`src/rtl/parking_pkg.sv`:
```
// Shared types and constants for the parking gate controller and its timer.
package parking_pkg;

   localparam int NUM_SLOTS = 4;
   localparam int SLOT_W    = 2;
   localparam int COUNT_W   = 3;

   typedef enum logic [2:0] {
      ST_IDLE        = 3'd0,
      ST_ALLOC       = 3'd1,
      ST_ALLOC_WAIT  = 3'd2,
      ST_ENTRY_OPEN  = 3'd3,
      ST_FREE        = 3'd4,
      ST_FREE_WAIT   = 3'd5,
      ST_EXIT_OPEN   = 3'd6,
      ST_REJECT_WAIT = 3'd7
   } pgc_state_e;

   typedef enum logic {
      SIDE_EXIT  = 1'b0,
      SIDE_ENTRY = 1'b1
   } pgc_side_e;

   // True when the slot manager still has at least one free slot.
   function automatic logic has_free(input logic [COUNT_W-1:0] fc);
      return (fc != 3'd0);
   endfunction

   // True when at least one slot is occupied, i.e. a free request makes sense.
   function automatic logic has_occupied(input logic [COUNT_W-1:0] fc);
      return (fc < COUNT_W'(NUM_SLOTS));
   endfunction

endpackage

```
`src/rtl/parking_gate_controller_timer.sv`:
```
// gate_hold_timer: loadable down-counter that saturates at zero and flags it.
module gate_hold_timer #(
   parameter int W = 4
) (
   input  logic         clk,
   input  logic         rst,
   input  logic         load,
   input  logic [W-1:0] load_val,
   input  logic         dec,
   output logic         zero
);

   logic [W-1:0] count_q;
   logic [W-1:0] count_d;

   // Load wins over decrement; decrement stops at zero instead of wrapping.
   always_comb begin
      count_d = count_q;
      if (load) begin
         count_d = load_val;
      end else if (dec && (count_q != {W{1'b0}})) begin
         count_d = count_q - {{(W-1){1'b0}}, 1'b1};
      end else begin
         count_d = count_q;
      end
   end

   // Counter register.
   always_ff @(posedge clk or posedge rst) begin
      if (rst) begin
         count_q <= {W{1'b0}};
      end else begin
         count_q <= count_d;
      end
   end

   assign zero = (count_q == {W{1'b0}});

endmodule

```
`src/rtl/parking_gate_controller.sv`:
```
// parking_gate_controller: arbitrates entry/exit sensors, pulses the slot
// manager and holds the matching barrier open for a minimum time and until
// the vehicle clears. Optional macro PGC_TIMEOUT_EN adds a stuck-vehicle
// timeout that raises a sticky fault and closes the gate.
module parking_gate_controller
   import parking_pkg::*;
#(
   parameter int GATE_CYCLES    = 8,
   parameter int TIMEOUT_CYCLES = 256
) (
   input  logic               clk,
   input  logic               rst,
   input  logic               entry_sensor,
   input  logic               exit_sensor,
   input  logic [SLOT_W-1:0]  exit_sel_in,
   input  logic [COUNT_W-1:0] free_count,
   input  logic [SLOT_W-1:0]  allocated_slot,
   input  logic [SLOT_W-1:0]  exit_slot,
   output logic               alloc_req,
   output logic               free_req,
   output logic [SLOT_W-1:0]  exit_car_select,
   output logic               entry_gate_open,
   output logic               exit_gate_open,
   output logic [SLOT_W-1:0]  assigned_slot,
   output logic               lot_full,
   output logic               reject,
   output logic               busy,
   output logic               fault
);

   localparam int               CNT_W     = $clog2(GATE_CYCLES + 1);
   localparam logic [CNT_W-1:0] GATE_LOAD = CNT_W'(GATE_CYCLES);

   pgc_state_e        state_q, state_d;
   pgc_side_e         last_served_q, last_served_d;
   pgc_side_e         rej_side_q, rej_side_d;
   logic [SLOT_W-1:0] assigned_slot_q, assigned_slot_d;
   logic [SLOT_W-1:0] exit_car_select_q, exit_car_select_d;
   logic              alloc_req_q, alloc_req_d;
   logic              free_req_q, free_req_d;
   logic              entry_gate_open_q, entry_gate_open_d;
   logic              exit_gate_open_q, exit_gate_open_d;
   logic              lot_full_q, lot_full_d;
   logic              reject_q, reject_d;
   logic              busy_q, busy_d;
   logic              fault_q, fault_d;

   logic              pick_entry_s;
   logic              gate_load_s;
   logic              gate_dec_s;
   logic              gate_zero_s;
   logic              tmo_zero_s;

   // The freed-slot echo is informational only; the slot manager owns it.
   logic              unused_exit_slot_s;
   assign unused_exit_slot_s = ^exit_slot;

   gate_hold_timer #(
      .W (CNT_W)
   ) u_gate_timer (
      .clk      (clk),
      .rst      (rst),
      .load     (gate_load_s),
      .load_val (GATE_LOAD),
      .dec      (gate_dec_s),
      .zero     (gate_zero_s)
   );

`ifdef PGC_TIMEOUT_EN
   localparam int              TMO_W    = $clog2(TIMEOUT_CYCLES + 1);
   localparam logic [TMO_W-1:0] TMO_LOAD = TMO_W'(TIMEOUT_CYCLES);

   // Shares load/decrement strobes with the gate timer so both start together.
   gate_hold_timer #(
      .W (TMO_W)
   ) u_tmo_timer (
      .clk      (clk),
      .rst      (rst),
      .load     (gate_load_s),
      .load_val (TMO_LOAD),
      .dec      (gate_dec_s),
      .zero     (tmo_zero_s)
   );
`else
   logic [31:0] unused_tmo_cfg_s;
   assign unused_tmo_cfg_s = TIMEOUT_CYCLES;
   assign tmo_zero_s       = 1'b0;
`endif

   // Next-state logic: arbitration in IDLE, pulse/wait/open sequencing after.
   always_comb begin
      state_d           = state_q;
      last_served_d     = last_served_q;
      rej_side_d        = rej_side_q;
      assigned_slot_d   = assigned_slot_q;
      exit_car_select_d = exit_car_select_q;
      fault_d           = fault_q;
      reject_d          = 1'b0;
      gate_load_s       = 1'b0;
      gate_dec_s        = 1'b0;
      pick_entry_s      = 1'b0;

      case (state_q)
         ST_IDLE: begin
            if (entry_sensor && exit_sensor) begin
               // A full lot lets the exit go first; otherwise alternate.
               if (!has_free(free_count)) begin
                  pick_entry_s = 1'b0;
               end else begin
                  pick_entry_s = (last_served_q == SIDE_EXIT);
               end
            end else begin
               pick_entry_s = entry_sensor;
            end

            if (pick_entry_s) begin
               if (has_free(free_count)) begin
                  state_d       = ST_ALLOC;
                  last_served_d = SIDE_ENTRY;
               end else begin
                  state_d    = ST_REJECT_WAIT;
                  rej_side_d = SIDE_ENTRY;
                  reject_d   = 1'b1;
               end
            end else if (exit_sensor) begin
               if (has_occupied(free_count)) begin
                  state_d           = ST_FREE;
                  last_served_d     = SIDE_EXIT;
                  exit_car_select_d = exit_sel_in;
               end else begin
                  state_d    = ST_REJECT_WAIT;
                  rej_side_d = SIDE_EXIT;
                  reject_d   = 1'b1;
               end
            end else begin
               state_d = ST_IDLE;
            end
         end

         ST_ALLOC: begin
            state_d = ST_ALLOC_WAIT;
         end

         ST_ALLOC_WAIT: begin
            // Slot manager result is registered, so it is valid one cycle after the pulse.
            assigned_slot_d = allocated_slot;
            gate_load_s     = 1'b1;
            state_d         = ST_ENTRY_OPEN;
         end

         ST_ENTRY_OPEN: begin
            gate_dec_s = 1'b1;
            if (gate_zero_s && !entry_sensor) begin
               state_d = ST_IDLE;
            end else if (tmo_zero_s && entry_sensor) begin
               fault_d    = 1'b1;
               rej_side_d = SIDE_ENTRY;
               state_d    = ST_REJECT_WAIT;
            end else begin
               state_d = ST_ENTRY_OPEN;
            end
         end

         ST_FREE: begin
            state_d = ST_FREE_WAIT;
         end

         ST_FREE_WAIT: begin
            gate_load_s = 1'b1;
            state_d     = ST_EXIT_OPEN;
         end

         ST_EXIT_OPEN: begin
            gate_dec_s = 1'b1;
            if (gate_zero_s && !exit_sensor) begin
               state_d = ST_IDLE;
            end else if (tmo_zero_s && exit_sensor) begin
               fault_d    = 1'b1;
               rej_side_d = SIDE_EXIT;
               state_d    = ST_REJECT_WAIT;
            end else begin
               state_d = ST_EXIT_OPEN;
            end
         end

         ST_REJECT_WAIT: begin
            // Wait for the refused vehicle to leave so it is rejected only once.
            if (rej_side_q == SIDE_ENTRY) begin
               if (!entry_sensor) begin
                  state_d = ST_IDLE;
               end else begin
                  state_d = ST_REJECT_WAIT;
               end
            end else begin
               if (!exit_sensor) begin
                  state_d = ST_IDLE;
               end else begin
                  state_d = ST_REJECT_WAIT;
               end
            end
         end

         default: begin
            state_d = ST_IDLE;
         end
      endcase
   end

   // Output decode from the next state so every output comes straight from a flop.
   always_comb begin
      alloc_req_d       = (state_d == ST_ALLOC);
      free_req_d        = (state_d == ST_FREE);
      entry_gate_open_d = (state_d == ST_ENTRY_OPEN);
      exit_gate_open_d  = (state_d == ST_EXIT_OPEN);
      busy_d            = (state_d != ST_IDLE);
      lot_full_d        = !has_free(free_count);
   end

   // State and output registers; reset closes both gates immediately.
   always_ff @(posedge clk or posedge rst) begin
      if (rst) begin
         state_q           <= ST_IDLE;
         last_served_q     <= SIDE_EXIT;
         rej_side_q        <= SIDE_EXIT;
         assigned_slot_q   <= {SLOT_W{1'b0}};
         exit_car_select_q <= {SLOT_W{1'b0}};
         alloc_req_q       <= 1'b0;
         free_req_q        <= 1'b0;
         entry_gate_open_q <= 1'b0;
         exit_gate_open_q  <= 1'b0;
         lot_full_q        <= 1'b0;
         reject_q          <= 1'b0;
         busy_q            <= 1'b0;
         fault_q           <= 1'b0;
      end else begin
         state_q           <= state_d;
         last_served_q     <= last_served_d;
         rej_side_q        <= rej_side_d;
         assigned_slot_q   <= assigned_slot_d;
         exit_car_select_q <= exit_car_select_d;
         alloc_req_q       <= alloc_req_d;
         free_req_q        <= free_req_d;
         entry_gate_open_q <= entry_gate_open_d;
         exit_gate_open_q  <= exit_gate_open_d;
         lot_full_q        <= lot_full_d;
         reject_q          <= reject_d;
         busy_q            <= busy_d;
         fault_q           <= fault_d;
      end
   end

   assign alloc_req       = alloc_req_q;
   assign free_req        = free_req_q;
   assign exit_car_select = exit_car_select_q;
   assign entry_gate_open = entry_gate_open_q;
   assign exit_gate_open  = exit_gate_open_q;
   assign assigned_slot   = assigned_slot_q;
   assign lot_full        = lot_full_q;
   assign reject          = reject_q;
   assign busy            = busy_q;
   assign fault           = fault_q;

endmodule
```
`config.mk`:
```
export PLATFORM = sky130hd
export DESIGN_NAME = parking_gate_controller
export DESIGN_NICKNAME = d
export VERILOG_FILES = /design/src/rtl/parking_pkg.sv /design/src/rtl/parking_gate_controller_timer.sv /design/src/rtl/parking_gate_controller.sv
export SDC_FILE = /design/constraint.sdc
export NUM_CORES = 1
export LEC_CHECK = 0
export CAP_MARGIN = 30
export CORE_MARGIN = 2
export CORE_UTILIZATION = 50
export CTS_BUF_LIST = sky130_fd_sc_hd__clkbuf_2 sky130_fd_sc_hd__clkbuf_4 sky130_fd_sc_hd__clkbuf_8
export DETAILED_ROUTE_END_ITERATION = 6
export MAX_ROUTING_LAYER = met4
export PLACE_DENSITY = 0.8
export SYNTH_ARGS = -nofsm -noshare
export SYNTH_HDL_FRONTEND = slang
export SYNTH_HIERARCHICAL = 1
export SYNTH_SLANG_ARGS = --single-unit
```
`constraint.sdc`:
```
create_clock -name clk -period 3.5 [get_ports clk]
set_input_delay 0.35 -clock clk [delete_from_list [all_inputs] [get_ports clk]]
set_output_delay 0.35 -clock clk [all_outputs]
set_load 0.01 [all_outputs]
```
==> results of run 1 <==
[synth_stat cells (all sizes together) (3+ instances only)]
library cell | count | area, um2
nor3 | 4 | 20.0
o21ai | 6 | 30.0
dfrtp | 20 | 500
nand2b | 3 | 18.8
mux2 | 4 | 45.0
nand2 | 8 | 30.0
inv | 11 | 41.3
buf | 5 | 40.0
a21oi | 7 | 35.0
nor2 | 4 | 15.0
[power by group through the flow]
| stage | sequential, mW | combinational [mW] | clock [mW] |
|---|---|---|---|
| 2_1_floorplan | 0.399 | 0.403 | 0 |
| 3_3_place_gp | 0.406 | 0.520 | 0 |
| 3_5_place_dp | 0.412 | 0.544 | 0 |
| 4_1_cts | 0.407 | 0.548 | 0.194 |
| 5_1_grt | 0.424 | 0.608 | 0.204 |
| 6_report | 0.407 | 0.551 | 0.188 |
[logic make-up (layout without fill, tap and decap cells)]
logic type / after synthesis / after routing / synth area share (%)
mux: 5 / 5 / 5.04
other cells: 2 / 5 / 0.688
buf+inv: 17 / 36 / 7.79
simple gates: 32 / 32 / 18.3
flops: 20 / 20 / 45.8
xor+xnor: 1 / 1 / 0.802
fa+ha+maj: 1 / 1 / 1.15
compound gates: 28 / 28 / 20.4
[area by class of cell]
cell class | count | area (um2) | share of cell area, %
well taps | 27 | 33.8 | 2.49
inverters | 11 | 41.3 | 3.04
repair buffers | 21 | 210 | 15.5
clock inverters | 1 | 30.0 | 2.21
clock buffers | 3 | 22.5 | 1.66
flip-flops and latches | 20 | 500 | 36.9
multi-input cells | 72 | 518 | 38.2
[per-layer routing]
| layer | up-vias | share of wire, % | wire [um] |
|---|---|---|---|
| li1 | 409 | - | - |
| met1 | 404 | 46 | 970 |
| met2 | 21 | 49 | 1030 |
| met3 | 2 | 4.5 | 95 |
| met4 | 0 | 0.62 | 13 |
| met5 | - | 0 | 0 |
[flip-flops by register name, indices dropped and copies added (netlist names)]
signal and count:
u_gate_timer/count_q 4, state_q 3, assigned_slot 2, exit_car_select 2
alloc_req 1, busy 1, entry_gate_open 1, exit_gate_open 1
free_req 1, last_served_q 1, lot_full 1, rej_side_q 1
reject 1
[per-stage QoR]
| stage | setup slack (ns) | total power [mW] |
|---|---|---|
| 5_1_grt | 1.03 | 1.24 |
| 3_3_place_gp | 1.22 | 0.925 |
| 3_5_place_dp | 1.18 | 0.957 |
| 6_report | 1.16 | 1.15 |
| 4_1_cts | 1.20 | 1.15 |
| 2_1_floorplan | 1.44 | 0.802 |
[how the worst max path moves through the flow]
stage / startpoint / endpoint / slack [ns] / cells past startpoint
floorplan: u_gate_timer/count_q[0]$_DFFE_PP0P_ / busy$_DFF_PP0_ / 1.44 / 8
global placement: free_count[2] / busy$_DFF_PP0_ / 1.22 / 5
detailed placement: free_count[2] / busy$_DFF_PP0_ / 1.18 / 5
CTS: u_gate_timer/count_q[0]$_DFFE_PP0P_ / busy$_DFF_PP0_ / 1.20 / 8
global route: u_gate_timer/count_q[0]$_DFFE_PP0P_ / busy$_DFF_PP0_ / 1.03 / 8
finish: u_gate_timer/count_q[0]$_DFFE_PP0P_ / busy$_DFF_PP0_ / 1.16 / 8
==> results.py, run 1 <==
metrics = {
    "route": {
        "drt_drc_violations_left": 0,
        "final_antenna_net_count": 0,
        "wl_per_cell_um": 13.6,
        "total_detailed_routing_wirelength_mm": 2.11,
        "post_drt_via_cell_ratio": 5.39,
        "detail_route.first_pass.iterations": 4,
        "vias": 836,
        "detail_route.iter0.violations": 15,
    },
    "grt": {
        "globalRouteOverflowTotal": 0,
        "grt_start_max_net_pins": 17,
        "global_route.usage.met2_pct": 32.2,
        "met3_usage_pct": 5.06,
        "antenna_found_initial": 0,
        "grt_most_used_layer": "met2",
        "grt_util_all_layers_pct": 19.7,
        "global_route.usage.met1_pct": 24.0,
        "first_global_vias": 866,
        "grt_pass1_wl_mm": 3.70,
    },
    "cells_and_area": {
        "design_area_um2": 1360,
        "synthToLayoutAreaGrowth_pct": 24.2,
        "diodes": 0,
        "final_cells": 155,
        "commonest_non_fill_non_tap_cell_in_the_layout": "sky130_fd_sc_hd__clkdlybuf4s50_1",
        "layout.nets": 143,
        "mostFrequentLayoutCells": "sky130_fd_sc_hd__clkdlybuf4s50_1, sky130_fd_sc_hd__dfrtp_1, sky130_fd_sc_hd__inv_1",
        "final_util_pct": 67.8,
        "fill_cells": 166,
        "layout_cells_sized_above_1_pct": 14.1,
    },
    "floorplan": {
        "num_io_pins": 25,
        "dieHeight_um": 50.7,
        "starting_density_of_the_core_pct": 54.6,
        "fp-row-count": 16,
        "design.die.area_um2": 2570,
        "core_region_area_um2": 2000,
        "die_width_um": 50.7,
    },
    "power": {
        "internal-power_mw": 0.722,
        "switchingPower_mw": 0.424,
        "power_density_nw_per_um2": 845,
        "static-leakage-power_nw": 0.594,
        "power_switching_share_pct": 37.0,
        "pwr-share-seq_pct": 35.5,
        "peakVddDrop_v": 0.000501,
        "comb_power_share_pct": 48.1,
        "power.share.clock_pct": 16.4,
    },
    "critical_path": {
        "crit_path_cell_trace": "inv_1 -> ha_1 -> or3b_4 -> inv_1 -> nor2b_1 -> nor3_1 -> a2111oi_2 -> o211ai_1",
        "worst_path_dominant_cell_family": "compound AO/OA/AOI/OAI gates",
        "worst-setup-path-type": "reg -> reg",
        "slowest_delay_ns": 0.59,
        "ff2ff_setup_slack_ns": 1.16,
        "crit_arrival_ns": 2.51,
        "crit-reg2reg-capture": "busy$_DFF_PP0_",
        "crit_path_top_delay_cell": "sky130_fd_sc_hd__a2111oi_2",
        "ff2ff_path_depth": 8,
        "timing.critical_path.mode_cell": "sky130_fd_sc_hd__inv_1",
        "cp.required_ns": 3.66,
        "worst-path-max-fanout": 5,
        "critPathBufInv": 2,
        "worstSetupEndpointType": "flip-flop",
        "crit-reg2reg-launch": "u_gate_timer/count_q[0]$_DFFE_PP0P_",
        "crit_path_start_kind": "flip-flop",
    },
    "clocking": {
        "worst_skew_pair.late_latency_ns": 0.30,
        "path_clk_slew_ns": 0.12,
        "cts_setup_buffers": 0,
        "ctsLongestPathBuffers": 2,
        "number_of_buffers_created_by_cts": 3,
        "clock_sink_count": 20,
        "cts_tree": "done",
        "cts_max_level": 1,
        "cts.root.buffer_cell": "sky130_fd_sc_hd__clkbuf_4",
        "post_cts_hold_buffer_count": 0,
        "cts-resized-gates": 0,
    },
    "logic_synthesis": {
        "yosysUniqueCellTypes": 43,
        "post_synth.cell_area_avg_um2": 10.3,
        "syn-cell-area_um2": 1090,
        "ys_warn_count": 6,
        "yosys_most_used_dff": "sky130_fd_sc_hd__dfrtp_1",
        "yosysSeqAreaShare_pct": 45.8,
        "synth_edf_count": 0,
        "synth-async-reset-ratio_pct": 100,
        "syn_inst": 106,
        "ys_seq_elements": 20,
    },
    "timing": {
        "relSlewSlack_pct": 57.7,
        "hold_viol_final": 0,
        "max_freq_mhz": 427,
        "finalClockSkew_ns": 0.00621,
        "timing_worst_slew_pin_value_ns": 0.630,
        "period_share_pct": 67.0,
        "finalSetupTns_ns": 0,
        "holdWs_ns": 0.262,
        "timing.final.crit_period_ns": 2.34,
        "timing.final.max_slew_violations": 0,
        "rsz0062_at_grt": "no",
        "number_of_failing_setup_endpoints_in_the_final_timing_report": 0,
    },
    "placed_design": {
        "place_hpwl_mm": 1.57,
        "routabilityCongestion": 0.794,
        "io_buffer_count": 21,
        "place.detailed.instances": 151,
        "post_dp_cell_area_um2": 1300,
    },
    "worst_hold_path": {
        "hold_path.class": "in -> async",
    },
    "status": {
        "outcome": "finished clean",
    },
    "run": {
        "max_cap_viol_count": 0,
    },
}
Note: power is estimated with default switching activity, not from simulation.
==> run 2: changes to the inputs <==
- clock period: 3.5 -> 2.24 ns (I/O delays scaled with it)
==> run 2 against run 1 <==
- non-clock buffer count rose by 8
- clock-buffer cell count unchanged
- critical path depth increased by 1
- routed wire length fell by 2.4%
- die area is the same
- sequential power rose by 57%
- clock skew shrank 0.0049 ns
- first-iteration DRC count fell by 20%
- largest power group unchanged
==> results.py, run 2 (synthesis results as in run 1) <==
metrics = {
    "clocking": {
        "post_cts_hold_buffer_count": 0,
        "cts.root.buffer_cell": "sky130_fd_sc_hd__clkbuf_4",
        "ctsLongestPathBuffers": 2,
        "cts_max_level": 1,
        "worst_skew_pair.late_latency_ns": 0.29,
        "path_clk_slew_ns": 0.10,
        "cts_tree": "done",
        "clock_sink_count": 20,
        "number_of_buffers_created_by_cts": 3,
    },
    "grt": {
        "antenna_found_initial": 0,
        "first_global_vias": 906,
        "globalRouteOverflowTotal": 0,
        "grt_pass1_wl_mm": 3.84,
        "grt_start_max_net_pins": 17,
        "grt_util_all_layers_pct": 20.6,
    },
    "power": {
        "report.power.total_mw": 1.72,
        "comb_power_share_pct": 53.3,
        "power.share.clock_pct": 9.6,
        "static-leakage-power_nw": 0.615,
        "switchingPower_mw": 0.657,
        "power_switching_share_pct": 38.3,
        "pwr-share-seq_pct": 37.1,
        "internal-power_mw": 1.06,
        "peakVddDrop_v": 0.000700,
        "power_density_nw_per_um2": 1240,
    },
    "timing": {
        "rsz0062_at_grt": "no",
        "number_of_failing_setup_endpoints_in_the_final_timing_report": 0,
        "max_freq_mhz": 477,
        "hold_viol_final": 0,
        "finalSetupTns_ns": 0,
        "final_critical_path_setup_slack_ns": 0.144,
        "finalClockSkew_ns": 0.00130,
        "timing_worst_slew_pin_value_ns": 0.617,
        "holdWs_ns": 0.129,
        "timing.final.crit_period_ns": 2.10,
        "period_share_pct": 93.5,
        "timing.final.max_slew_violations": 0,
        "relSlewSlack_pct": 58.6,
    },
    "cells_and_area": {
        "design_area_um2": 1390,
        "fill_cells": 157,
        "final-seq-area_um2": 500,
        "diodes": 0,
        "number_of_flip_flops_in_the_largest_register": 4,
        "mostFrequentLayoutCells": "sky130_fd_sc_hd__clkdlybuf4s50_1, sky130_fd_sc_hd__dfrtp_1, sky130_fd_sc_hd__inv_1",
        "commonest_non_fill_non_tap_cell_in_the_layout": "sky130_fd_sc_hd__clkdlybuf4s50_1",
        "top_register": "u_gate_timer/count_q",
        "final_util_pct": 69.4,
        "final_cells": 162,
        "multi_input_comb_area_um2": 520,
        "layout.nets": 151,
        "layout_cells_sized_above_1_pct": 20.0,
        "synthToLayoutAreaGrowth_pct": 27.1,
        "largest_registers": "u_gate_timer/count_q x4, state_q x3",
    },
    "route": {
        "detail_route.first_pass.iterations": 4,
        "route.top_layer_used": "met4",
        "wl_per_cell_um": 12.7,
        "met2WireLength_mm": 1.01,
        "drt_drc_violations_left": 0,
        "total_detailed_routing_wirelength_mm": 2.06,
        "wl_met3_um": 91,
        "detail_route.iter0.violations": 12,
        "final_antenna_net_count": 0,
        "post_drt_via_cell_ratio": 5.39,
        "wirelength_met1_um": 913,
        "vias": 873,
    },
    "status": {
        "outcome": "finished clean",
    },
    "critical_path": {
        "crit_path_cell_trace": "inv_2 -> ha_2 -> or3b_4 -> inv_1 -> and3b_1 -> o2bb2ai_1 -> a2111oi_2 -> buf_4 -> a211oi_2",
        "worst-path-max-fanout": 4,
        "worst-setup-path-type": "reg -> reg",
        "crit_path_start_kind": "flip-flop",
        "cp.required_ns": 2.43,
        "slowest_delay_ns": 0.41,
        "crit_arrival_ns": 2.29,
        "worstSetupEndpointType": "flip-flop",
        "crit_path_top_delay_cell": "sky130_fd_sc_hd__dfrtp_1",
    },
    "placed_design": {
        "place_ws_ns": 0.0827,
        "post_dp_cell_area_um2": 1360,
        "routabilityCongestion": 0.820,
        "io_buffer_count": 21,
        "place_hpwl_mm": 1.65,
        "place.detailed.instances": 159,
    },
    "floorplan": {
        "starting_density_of_the_core_pct": 54.6,
        "fp-row-count": 16,
        "core_region_area_um2": 2000,
        "num_io_pins": 25,
        "dieHeight_um": 50.7,
        "design.die.area_um2": 2570,
        "die_width_um": 50.7,
    },
    "worst_hold_path": {
        "hold_path.class": "in -> async",
    },
    "run": {
        "max_cap_viol_count": 0,
    },
}
-- run 2: cell count changes in the layout (fill, tap and decap cells not counted), sizes merged --
cell	change
buf	+8
bufinv	-1
-- run 2: cell type report --
| class | instances | area share (%) |
|---|---|---|
| Clock buffer | 3 | 1.62 |
| Tap cell | 27 | 2.43 |
| Sequential cell | 20 | 36.0 |
| Inverter | 11 | 2.97 |
| Multi-Input combinational cell | 72 | 37.5 |
| Timing Repair Buffer | 29 | 19.5 |
-- run 2: worst paths after layout --
path,from,endpoint,slack (ns),cells past startpoint
min,rst,u_gate_timer/count_q[0]$_DFFE_PP0P_,0.13,2
min reg2reg,last_served_q$_DFFE_PP0P_,alloc_req$_DFF_PP0_,0.51,1
min in group clk,last_served_q$_DFFE_PP0P_,alloc_req$_DFF_PP0_,0.51,1
max reg2reg,u_gate_timer/count_q[0]$_DFFE_PP0P_,exit_gate_open$_DFF_PP0_,0.14,9
max,u_gate_timer/count_q[0]$_DFFE_PP0P_,exit_gate_open$_DFF_PP0_,0.14,9
max in group asynchronous,rst,state_q[1]$_DFF_PP0_,1.55,2
-- run 2: power groups by stage --
stage	Clock, mW	Combinational [mW]	Sequential [mW]
6_report	0.164	0.915	0.637
5_1_grt	0.186	1.03	0.659
4_1_cts	0.168	0.912	0.634
3_5_place_dp	0	0.906	0.642
3_3_place_gp	0	0.869	0.633
2_1_floorplan	0	0.630	0.623
-- run 2: what timing repair did --
item,CTS,global route
endpoints found under the setup margin,0,4
setup buffers,0,0
gates resized for setup,0,2
-- run 2: per-layer routing --
| metal | vias to the layer above | global-route usage, % |
|---|---|---|
| met2 | 27 | 34.4 |
| met1 | 415 | 25.2 |
| met5 | - | - |
| li1 | 427 | - |
| met4 | 0 | 8.56 |
| met3 | 4 | 2.68 |
-- run 2: worst max-delay path: cells and delay by family, from the launching register on --
family | cells | cell delay [ns]
AND/OR/NAND/NOR | 2 | 0.56
flip-flops | 1 | 0.41
buffers and inverters | 3 | 0.36
adder cells (fa/ha/maj) | 1 | 0.20
AO/OA/AOI/OAI | 3 | 0.46
==> run 3: changes to the inputs <==
- GPL_TIMING_DRIVEN: not set -> 0
==> run 3 against run 2 <==
- the run now ends with setup timing left
- core utilization is 2.9 points higher
- routed wire length increased by 9.1%
- maximum frequency is 7.0% lower
- flip-flop and latch count did not move
- critical path type unchanged
- critical endpoint unchanged
- largest cell class unchanged
- largest power group unchanged
==> results.py, run 3 (synthesis results as in run 1) <==
metrics = {
    "placed_design": {
        "place.detailed.instances": 156,
        "post_dp_cell_area_um2": 1340,
        "io_buffer_count": 20,
        "place_hpwl_mm": 1.55,
        "routabilityCongestion": 0.820,
    },
    "timing": {
        "holdWs_ns": 0.122,
        "number_of_failing_setup_endpoints_in_the_final_timing_report": 1,
        "finalClockSkew_ns": 0.00377,
        "period_share_pct": 101,
        "timing_worst_slew_pin_value_ns": 0.942,
        "hold_viol_final": 0,
        "relSlewSlack_pct": 37.1,
        "final_critical_path_setup_slack_ns": -0.0139,
        "timing.final.crit_period_ns": 2.25,
        "max_freq_mhz": 444,
        "timing.final.max_slew_violations": 0,
    },
    "power": {
        "static-leakage-power_nw": 0.634,
        "peakVddDrop_v": 0.000873,
        "report.power.total_mw": 1.94,
        "power_density_nw_per_um2": 1340,
    },
    "clocking": {
        "number_of_buffers_created_by_cts": 3,
        "ctsLongestPathBuffers": 2,
        "post_cts_hold_buffer_count": 0,
        "clock_sink_count": 20,
        "cts_tree": "done",
        "path_clk_slew_ns": 0.11,
        "cts_max_level": 1,
        "worst_skew_pair.late_latency_ns": 0.30,
        "cts.root.buffer_cell": "sky130_fd_sc_hd__clkbuf_4",
    },
    "grt": {
        "grt_pass1_wl_mm": 3.57,
        "global_route.usage.met2_pct": 29.2,
        "grt_util_all_layers_pct": 19.5,
        "antenna_found_initial": 0,
        "first_global_vias": 792,
        "grt_most_used_layer": "met2",
        "grt_start_max_net_pins": 17,
        "met3_usage_pct": 3.87,
        "globalRouteOverflowTotal": 0,
        "global_route.usage.met1_pct": 25.7,
    },
    "critical_path": {
        "worst-setup-path-type": "reg -> reg",
        "worstSetupEndpointType": "flip-flop",
        "ff2ff_path_depth": 9,
        "crit_path_top_delay_cell": "sky130_fd_sc_hd__a2111oi_4",
        "slowest_delay_ns": 0.43,
        "cp.required_ns": 2.43,
        "crit_path_start_kind": "flip-flop",
        "worst-path-max-fanout": 5,
        "crit_arrival_ns": 2.44,
        "crit_path_cell_trace": "inv_2 -> ha_2 -> or3b_4 -> inv_1 -> nor2b_2 -> nor3_2 -> a2111oi_4 -> buf_4 -> a211oi_2",
    },
    "cells_and_area": {
        "layout.nets": 151,
        "design_area_um2": 1450,
        "largest_registers": "u_gate_timer/count_q x4, state_q x3",
        "layout_cells_sized_above_1_pct": 22.1,
        "number_of_flip_flops_in_the_largest_register": 4,
        "synthToLayoutAreaGrowth_pct": 32.5,
        "final-seq-area_um2": 500,
        "fill_cells": 141,
        "multi_input_comb_area_um2": 553,
        "final_cells": 163,
        "top_register": "u_gate_timer/count_q",
        "mostFrequentLayoutCells": "sky130_fd_sc_hd__dfrtp_1, sky130_fd_sc_hd__clkdlybuf4s50_1, sky130_fd_sc_hd__inv_1",
        "diodes": 0,
    },
    "route": {
        "detail_route.iter0.violations": 31,
        "drt_drc_violations_left": 0,
        "vias": 873,
        "post_drt_via_cell_ratio": 5.36,
        "final_antenna_net_count": 0,
        "detail_route.first_pass.iterations": 4,
        "total_detailed_routing_wirelength_mm": 2.25,
        "wl_per_cell_um": 13.8,
    },
    "floorplan": {
        "core_region_area_um2": 2000,
        "dieHeight_um": 50.7,
        "num_io_pins": 25,
        "die_width_um": 50.7,
        "design.die.area_um2": 2570,
        "starting_density_of_the_core_pct": 54.6,
        "fp-row-count": 16,
    },
    "run": {
        "max_cap_viol_count": 0,
    },
    "status": {
        "outcome": "complete, but fails checks",
        "violated_checks": "setup timing",
    },
    "worst_hold_path": {
        "hold_path.class": "in -> async",
    },
}
[run 3: changes by cell type in the layout (fill, tap and decap cells not counted)]
cell and change:
sky130_fd_sc_hd__a2111oi_2 -2, sky130_fd_sc_hd__a2111oi_4 +2, sky130_fd_sc_hd__buf_2 +2, sky130_fd_sc_hd__buf_4 -4, sky130_fd_sc_hd__buf_6 +2, sky130_fd_sc_hd__bufinv_16 +1
sky130_fd_sc_hd__clkbuf_1 +1, sky130_fd_sc_hd__clkdlybuf4s50_1 -1, sky130_fd_sc_hd__nor2b_1 -1, sky130_fd_sc_hd__nor2b_2 +1, sky130_fd_sc_hd__nor3_1 -1, sky130_fd_sc_hd__nor3_2 +1
[run 3: what timing repair did]
| action | CTS | global route |
|---|---|---|
| endpoints found under the setup margin | 1 | 4 |
| gates resized for setup | 2 | 4 |
| pin swaps | 1 | 1 |
| setup buffers | 0 | 3 |
[run 3: cell type report]
cell class | count | area share (%)
Multi-Input combinational cell | 72 | 38.2
Sequential cell | 20 | 34.6
Timing Repair Buffer | 23 | 15.4
Buffer | 6 | 3.03
Inverter | 11 | 2.85
Tap cell | 27 | 2.33
Clock inverter | 1 | 2.07
Clock buffer | 3 | 1.56
[run 3: layer usage]
metal / part of all wire, % / routed length [um]
met1: 44 / 985
met2: 49 / 1100
met3: 5.3 / 120
met4: 1.9 / 42
met5: 0 / 0
[run 3: through the flow]
stage	setup TNS, ns	worst slack, ns	utilization [%]
CTS	0	0.0399	70.7
global placement	0	0.0119	66.8
finish	-0.0139	-0.0139	72.3
global route	-0.184	-0.0795	72.3
floorplan	0	0.179	-
detailed placement	-0.0355	-0.0355	66.8
[run 3: worst paths after layout]
kind                                                     start                             endpoint  slack (ns)
max in group asynchronous                                  rst            last_served_q$_DFFE_PP0P_        1.56
max reg2reg                u_gate_timer/count_q[0]$_DFFE_PP0P_             exit_gate_open$_DFF_PP0_       -0.01
max                        u_gate_timer/count_q[0]$_DFFE_PP0P_             exit_gate_open$_DFF_PP0_       -0.01
min reg2reg                          last_served_q$_DFFE_PP0P_                  alloc_req$_DFF_PP0_        0.51
min in group clk                                  entry_sensor                  alloc_req$_DFF_PP0_        0.24
min                                                        rst  u_gate_timer/count_q[3]$_DFFE_PP0P_        0.12
[run 3: worst max-delay path: cells and delay by family (launching register included)]
family | cells | cell delay [ns]
adder cells (fa/ha/maj) | 1 | 0.19
AND/OR/NAND/NOR | 3 | 0.71
AO/OA/AOI/OAI | 2 | 0.46
buffers and inverters | 3 | 0.37
flip-flops | 1 | 0.40
[run 3: where the power goes]
part / leakage, nW / internal (mW) / total [mW] / switching (mW)
Sequential: 0.247 / 0.507 / 0.599 / 0.0914
Combinational: 0.359 / 0.535 / 1.05 / 0.512
Clock: 0.0279 / 0.181 / 0.296 / 0.115
